==> src/rtl/demux_1x2_2bits_fifo.sv <==
// Splits one word stream onto two FIFO lanes, each with a valid/pop consumer handshake.
// The target lane alternates on every accept, or follows an external selector.
module demux_1x2_2bits_fifo #(
  parameter int WIDTH = 2,
  parameter int DEPTH = 4,
  parameter int CW    = 3
) (
  input  logic             clok,
  input  logic             reset_L,
  input  logic [WIDTH-1:0] data_in,
  input  logic             valid_in,
  output logic             ready_out,
  input  logic             sel_ext,
  input  logic             selector,
  output logic [WIDTH-1:0] data_out0,
  output logic             valid_out0,
  input  logic             pop0,
  output logic [WIDTH-1:0] data_out1,
  output logic             valid_out1,
  input  logic             pop1,
  output logic [CW-1:0]    count0,
  output logic [CW-1:0]    count1,
  output logic             err_underflow
);

  localparam int PW = $clog2(DEPTH);
  localparam logic [CW-1:0] FULL = CW'(DEPTH);

  logic                  toggle;
  logic                  tgt;
  logic                  accept;
  logic                  err_q;
  logic [1:0]            push;
  logic [1:0]            pop_eff;
  logic [1:0][CW-1:0]    cnt;
  logic [1:0][WIDTH-1:0] head;

  always_comb begin
    tgt       = sel_ext ? selector : toggle;
    ready_out = (cnt[tgt] != FULL);
    accept    = valid_in & ready_out;
    push      = {accept & tgt, accept & ~tgt};
    pop_eff   = {pop1 & (cnt[1] != '0), pop0 & (cnt[0] != '0)};
  end

  for (genvar l = 0; l < 2; l++) begin : g_lane
    logic [PW-1:0]    wr_ptr;
    logic [PW-1:0]    rd_ptr;
    logic [CW-1:0]    lane_cnt;
    logic [WIDTH-1:0] mem [DEPTH];

    always_ff @(posedge clok or negedge reset_L) begin
      if (!reset_L) begin
        wr_ptr   <= '0;
        rd_ptr   <= '0;
        lane_cnt <= '0;
      end else begin
        if (push[l])    wr_ptr <= wr_ptr + PW'(1);
        if (pop_eff[l]) rd_ptr <= rd_ptr + PW'(1);
        case ({push[l], pop_eff[l]})
          2'b10:   lane_cnt <= lane_cnt + CW'(1);
          2'b01:   lane_cnt <= lane_cnt - CW'(1);
          default: lane_cnt <= lane_cnt;
        endcase
      end
    end

    // Storage needs no reset: the head is masked to zero whenever the lane is empty.
    always_ff @(posedge clok) begin
      if (push[l]) mem[wr_ptr] <= data_in;
    end

    assign cnt[l]  = lane_cnt;
    assign head[l] = (lane_cnt != '0) ? mem[rd_ptr] : '0;
  end

  always_ff @(posedge clok or negedge reset_L) begin
    if (!reset_L) begin
      toggle <= 1'b0;
      err_q  <= 1'b0;
    end else begin
      if (accept && !sel_ext) toggle <= ~toggle;
      if ((pop0 && cnt[0] == '0) || (pop1 && cnt[1] == '0)) err_q <= 1'b1;
    end
  end

  assign data_out0     = head[0];
  assign data_out1     = head[1];
  assign valid_out0    = (cnt[0] != '0);
  assign valid_out1    = (cnt[1] != '0);
  assign count0        = cnt[0];
  assign count1        = cnt[1];
  assign err_underflow = err_q;

endmodule

==> config.mk <==
export PLATFORM = sky130hd
export DESIGN_NAME = demux_1x2_2bits_fifo
export DESIGN_NICKNAME = d
export VERILOG_FILES = /design/src/rtl/demux_1x2_2bits_fifo.sv
export SDC_FILE = /design/constraint.sdc
export NUM_CORES = 1
export LEC_CHECK = 0
export CORE_MARGIN = 3
export CORE_UTILIZATION = 48
export DETAILED_ROUTE_END_ITERATION = 16
export PLACE_DENSITY_LB_ADDON = 0.05
export RECOVER_POWER = 50
export SETUP_SLACK_MARGIN = 0.2
export SKIP_LAST_GASP = 1
export SYNTH_ARGS = -nofsm -noshare
export SYNTH_HDL_FRONTEND = slang
export SYNTH_SLANG_ARGS = --single-unit
==> constraint.sdc <==
create_clock -name clok -period 1.94 [get_ports clok]
set_input_delay 0.388 -clock clok [delete_from_list [all_inputs] [get_ports clok]]
set_output_delay 0.388 -clock clok [all_outputs]
set_load 0.1 [all_outputs]
==> reports/metrics.yaml, run 1 <==
setup_path:
  cp.required_ns: 1.55
  crit_slowest_cell: "dfrtp_4"
  start_kind: "flip-flop"
  max_stage_delay_ns: 0.51
  worstPathCellList: "buf_6 > nor3_4 > clkinvlp_4 > buf_6 > and2_4 > buf_12"
  cp.arrival_ns: 1.74
  cp-end-kind: "output pin"
  critPathKind: "reg -> out"
  crit_top_cell: "buf_6"
  crit_fanout: 4
  rr_worst_depth: 10
finish:
  syn_to_final_growth_pct: 58.4
  n_antenna_cell: 0
  drive_above_1_share_pct: 54.5
  nNetsFinal: 198
clock_tree:
  clkTransAtPathRegs_ns: 0.11
  cts_buffer_depth: 2
  cts_tree: "built"
  cts_max_level: 2
  insertion_delay_ns: 0.33
  hold_buffers: 0
  clkSinkCount: 32
  root_buffer: "clkbuf_4"
  cts_made_buffers: 5
route:
  drc: 0
  wirelength_mm: 3.22
  viasPerCell: 4.65
  wl_per_cell_um: 14.5
  final_antenna_net_count: 0
  drt_iter0_markers: 34
  dr.pass1.iters: 3
  vias: 1032
logic_synthesis:
  ys_seq_elements: 32
  synth.distinct_cells: 26
  ys.flop_type: "edfxtp_1"
  synth_edf_count: 16
  ys.warnings.count: 0
  synth_fp_nets: 132
  syn_area_per_cell_um2: 14.2
  async_reset_ff_share_pct: 50.0
  netlist_instances: 111
  ys_seq_area_share_pct: 55.9
  synth.cell_area_um2: 1580
status:
  violations: "setup timing"
  run_status: "finished with violations"
placed_design:
  hpwlAfterDp_mm: 2.18
  numPortBuffers: 22
  gp_congestion: 0.705
sta:
  fin_skew_ns: 0.00796
  tightest_slew_ns: 0.921
  timing.final.crit_share_pct: 109
  relSlewSlack_pct: 38.6
  slew_viol_final: 0
  fin_tns_setup_ns: -1.25
  setup_slack_ns: -0.183
  final-hold-violation-count: 0
  finalSetupViolations: 10
  fin_crit_ns: 2.12
  timing.fmax_mhz: 471
  rsz0062_at_grt: "yes"
  whs_ns: 0.466
global_route:
  gr-total-overflow: 0
  grt_pass1_vias: 1112
  grt_antenna_before_repair: 0
  track_usage_pct: 18.2
  grt_max_degree: 17
  grt_first_pass_wirelength_mm: 5.40
floorplan:
  ioPinCount: 23
  start_util_pct: 50.8
  die_y_um: 63.3
  dieWidth_um: 63.3
  dieArea_um2: 4000
  num_rows: 20
  core_um2: 3100
flow_run:
  maxCapViolCount: 0
worst_hold_path:
  hp-class: "in -> reg"
  worstHoldPathCells: 2
-- cell type report --
class / count / area [um^2]
sequential: 32 / 905
multi-input combinational: 63 / 729
timing repair buffer: 60 / 666
fill: 186 / 608
inverter: 15 / 60.1
tap: 44 / 55.1
clock inverter: 3 / 42.5
clock buffer: 5 / 37.5
-- cells in the final DEF (no fill, tap or decap), drive strengths merged, types with 2 or more instances in the layout --
cell	netlist	routed
nor2	2	2
o21ai	2	2
mux2i	3	3
mux4	4	4
xnor2	6	6
dlygate4sd3	0	3
inv	15	14
nor3b	3	3
nor3	2	2
mux2	2	2
clkinvlp	0	2
buf	0	50
and2	14	14
clkbuf	1	7
dfrtp	16	16
nand3	2	2
ha	10	10
clkdlybuf4s50	0	4
xor2	6	6
edfxtp	16	16
fa	2	2
-- routing by layer --
metal	GRT usage, %	wire (um)	up-vias
met1	21.1	1320	507
li1	-	-	504
met3	5.17	116	5
met2	31.4	1720	16
met5	0	0	-
met4	8.09	57	0
-- cells by family (layout without fill, tap and decap cells) --
group / Yosys count / after routing / synth area share (%)
adders and majority gates: 12 / 12 / 10.5
AOI/OAI and AO/OA: 5 / 5 / 1.99
buffers and inverters: 16 / 83 / 3.81
and+or+nand+nor: 25 / 25 / 11.4
muxes: 9 / 9 / 9.77
xor gates and xnor gates: 12 / 12 / 6.67
DFF: 32 / 32 / 55.9
-- registers in the layout, summed over array words and instances, names as in the netlist --
name	cells
err_underflow	1
g_lane.rd_ptr	4
g_lane.wr_ptr	4
toggle	1
g_lane.mem	16
count0	3
count1	3
-- metrics by stage --
step                      cells  cell area, um^2  setup slack (ns)  util (%)
final                       222             2490            -0.183      80.4
after global routing        222             2490            -0.307      80.4
after CTS                   217             2440            -0.169      78.7
after detailed placement    198             2230            -0.508      72.0
after global placement      198             2230            -0.459      72.0
after floorplan             111             1690            -0.591         -
-- Yosys cell counts, types with 2 or more instances --
library cell	number	area, um^2
xor2_1	6	52.6
ha_1	10	125
and2_1	10	62.6
nand3_1	2	10.0
mux2_4	2	30.0
nor2_1	2	7.51
and2_2	4	30.0
dfrtp_1	16	400
o21ai_0	2	10.0
xnor2_1	6	52.6
fa_1	2	40.0
edfxtp_1	16	480
inv_1	15	56.3
mux2i_1	2	20.0
mux4_2	4	90.1
nor3b_2	2	25.0
-- worst max-delay path, delay by kind of cell, from the launching register on --
family | cells | cell delay, ns
AND/OR/NAND/NOR | 2 | 0.34
flip-flops | 1 | 0.51
buffers and inverters | 4 | 0.55
-- what timing repair did --
action / CTS / global route
setup endpoints to repair: 20 / 15
resized for setup: 15 / 7
buffers inserted: 11 / 5
pin swaps: 14 / 9
-- path summary, 6_finish.rpt --
check,endpoint,from,slack [ns]
max,data_out0[0],count0[0],-0.18
min,toggle,sel_ext,0.47
max reg2reg,count0[2],count0[0],-0.13
min reg2reg,g_lane[0].rd_ptr[1],g_lane[0].rd_ptr[1],0.52
max in group asynchronous,count0[1],reset_L,0.58
min in group asynchronous,g_lane[0].rd_ptr[1],reset_L,0.70
Power of run 1 is not shown: default switching activity piles up to over one toggle a cycle in this logic, so the estimate is an artifact.
==> run 2: changes to the inputs <==
CORE_UTILIZATION = 30   (was 48)
==> run 2 against run 1 <==
Compared with the run above: die area is 54% higher; first-iteration DRC count shrank 47%; the run still ends with setup timing left; critical path depth is the same.
==> reports/metrics.yaml, run 2 (synthesized netlist as in run 1, its figures left out) <==
global_route:
  gr-total-overflow: 0
  grt_first_pass_wirelength_mm: 5.25
  track_usage_pct: 11.2
  grt_max_degree: 17
  grt_pass1_vias: 1126
  grt_antenna_before_repair: 0
sta:
  tightest_slew_ns: 0.982
  final-hold-violation-count: 0
  fin_skew_ns: 0.00173
  fin_crit_ns: 2.04
  setup_slack_ns: -0.100
  finalSetupViolations: 9
  slew_viol_final: 0
  timing.final.crit_share_pct: 105
  timing.fmax_mhz: 490
  relSlewSlack_pct: 34.5
  rsz0062_at_grt: "yes"
finish:
  design_area_um2: 2520
  n_antenna_cell: 0
  largest_register: "g_lane.mem"
  drive_above_1_share_pct: 55.2
  nNetsFinal: 194
  syn_to_final_growth_pct: 59.8
  largest_reg_flops: 16
  final_common_cell: "buf_4"
  top_regs: "g_lane.mem: 16 flops, g_lane.rd_ptr: 4 flops, g_lane.wr_ptr: 4 flops"
  final_cell_mix: "buf_4 (27), edfxtp_1 (16), buf_12 (14), inv_1 (10), dfrtp_1 (9)"
  post-route-util_pct: 51.3
clock_tree:
  cts_max_level: 2
  insertion_delay_ns: 0.28
  cts_buffer_depth: 2
  clkTransAtPathRegs_ns: 0.07
  cts_tree: "built"
  clkSinkCount: 32
  root_buffer: "clkbuf_8"
  cts_made_buffers: 5
floorplan:
  dieArea_um2: 6160
  dieWidth_um: 78.5
  num_rows: 25
  start_util_pct: 32.1
  core_um2: 4910
  ioPinCount: 23
  die_y_um: 78.5
setup_path:
  max_stage_delay_ns: 0.48
  r2r_slack_ns: -0.06
  crit_top_cell: "buf_6"
  cp-end-kind: "output pin"
  start_kind: "flip-flop"
  startpoint: "count0[0]"
  crit_fanout: 3
  path_delay_family: "buffers and inverters"
  rr_worst_depth: 9
  cp.arrival_ns: 1.65
  reg2reg_to: "count0[2]"
  crit_slowest_cell: "dfrtp_4"
  critical_path_cell_count: 6
  worstPathCellList: "buf_6 > nor3_4 > clkinvlp_4 > buf_6 > buf_4 > buf_12"
  rr_startpoint: "count0[1]"
  cp.required_ns: 1.55
  crit_end: "valid_out0"
  path_buf_inv: 5
  critPathKind: "reg -> out"
placed_design:
  numPortBuffers: 22
  placed_area_um2: 2270
  gp_congestion: 0.725
  hpwlAfterDp_mm: 2.35
route:
  final_antenna_net_count: 0
  dr.pass1.iters: 4
  vias: 1019
  wl_per_cell_um: 12.7
  drc: 0
  viasPerCell: 4.23
  drt_iter0_markers: 18
  wirelength_mm: 3.07
worst_hold_path:
  hp-class: "in -> reg"
status:
  violations: "setup timing"
  run_status: "finished with violations"
flow_run:
  maxCapViolCount: 0
-- run 2: cell type report --
class                           instances  area, um^2
Sequential cell                        32         905
Multi-Input combinational cell         63         733
Clock buffer                            6        72.6
Fill cell                             443        2390
Clock inverter                          2        35.0
Timing Repair Buffer                   56         628
Tap cell                               67        83.8
Inverter                               15        60.1
-- run 2: worst reg2reg max path, cell delays in order (launching register included) --
cell and delay, ns:
dfrtp_4 0.49, nor3b_2 0.30, nor3b_4 0.07, inv_1 0.10, ha_4 0.14, inv_2 0.04
fa_2 0.34, xor2_1 0.16, nor2_1 0.12, xor2_1 0.16
-- run 2: layer usage --
metal	wire length, um	global-route usage, %	vias to the layer above
li1	-	-	494
met1	1370	13.5	502
met2	1560	18.8	19
met3	114	4.24	4
met4	31	3.15	0
met5	0	0	-
-- run 2: stage by stage --
stage | hold slack (ns) | std cells | setup slack [ns] | TNS [ns]
finish | 0.473 | 241 | -0.100 | -0.533
global route | 0.493 | 241 | -0.208 | -1.36
CTS | 0.431 | 238 | -0.130 | -0.734
detailed placement | 0.508 | 222 | -0.539 | -3.70
global placement | 0.484 | 222 | -0.498 | -3.29
floorplan | 0.0924 | 111 | -0.591 | -2.66
-- run 2: repair_timing --
action	CTS	global route
pin swaps	8	6
resized for setup	11	9
hold buffers	0	0
endpoints found under the setup margin	21	19
gates cloned	0	0
buffers inserted	8	3
-- run 2: how the worst min path moves through the flow --
| stage | from | endpoint | slack [ns] | cells past startpoint |
|---|---|---|---|---|
| 3_5_place_dp | g_lane[0].rd_ptr[1] | g_lane[0].rd_ptr[1] | 0.51 | 1 |
| 4_1_cts | reset_L | count0[1] | 0.43 | 2 |
| 6_report | sel_ext | toggle | 0.47 | 3 |
| 3_3_place_gp | toggle | toggle | 0.48 | 1 |
| 2_1_floorplan | reset_L | err_underflow | 0.09 | 0 |
| 5_1_grt | sel_ext | toggle | 0.49 | 3 |
Power of run 2 is left out for the same reason.
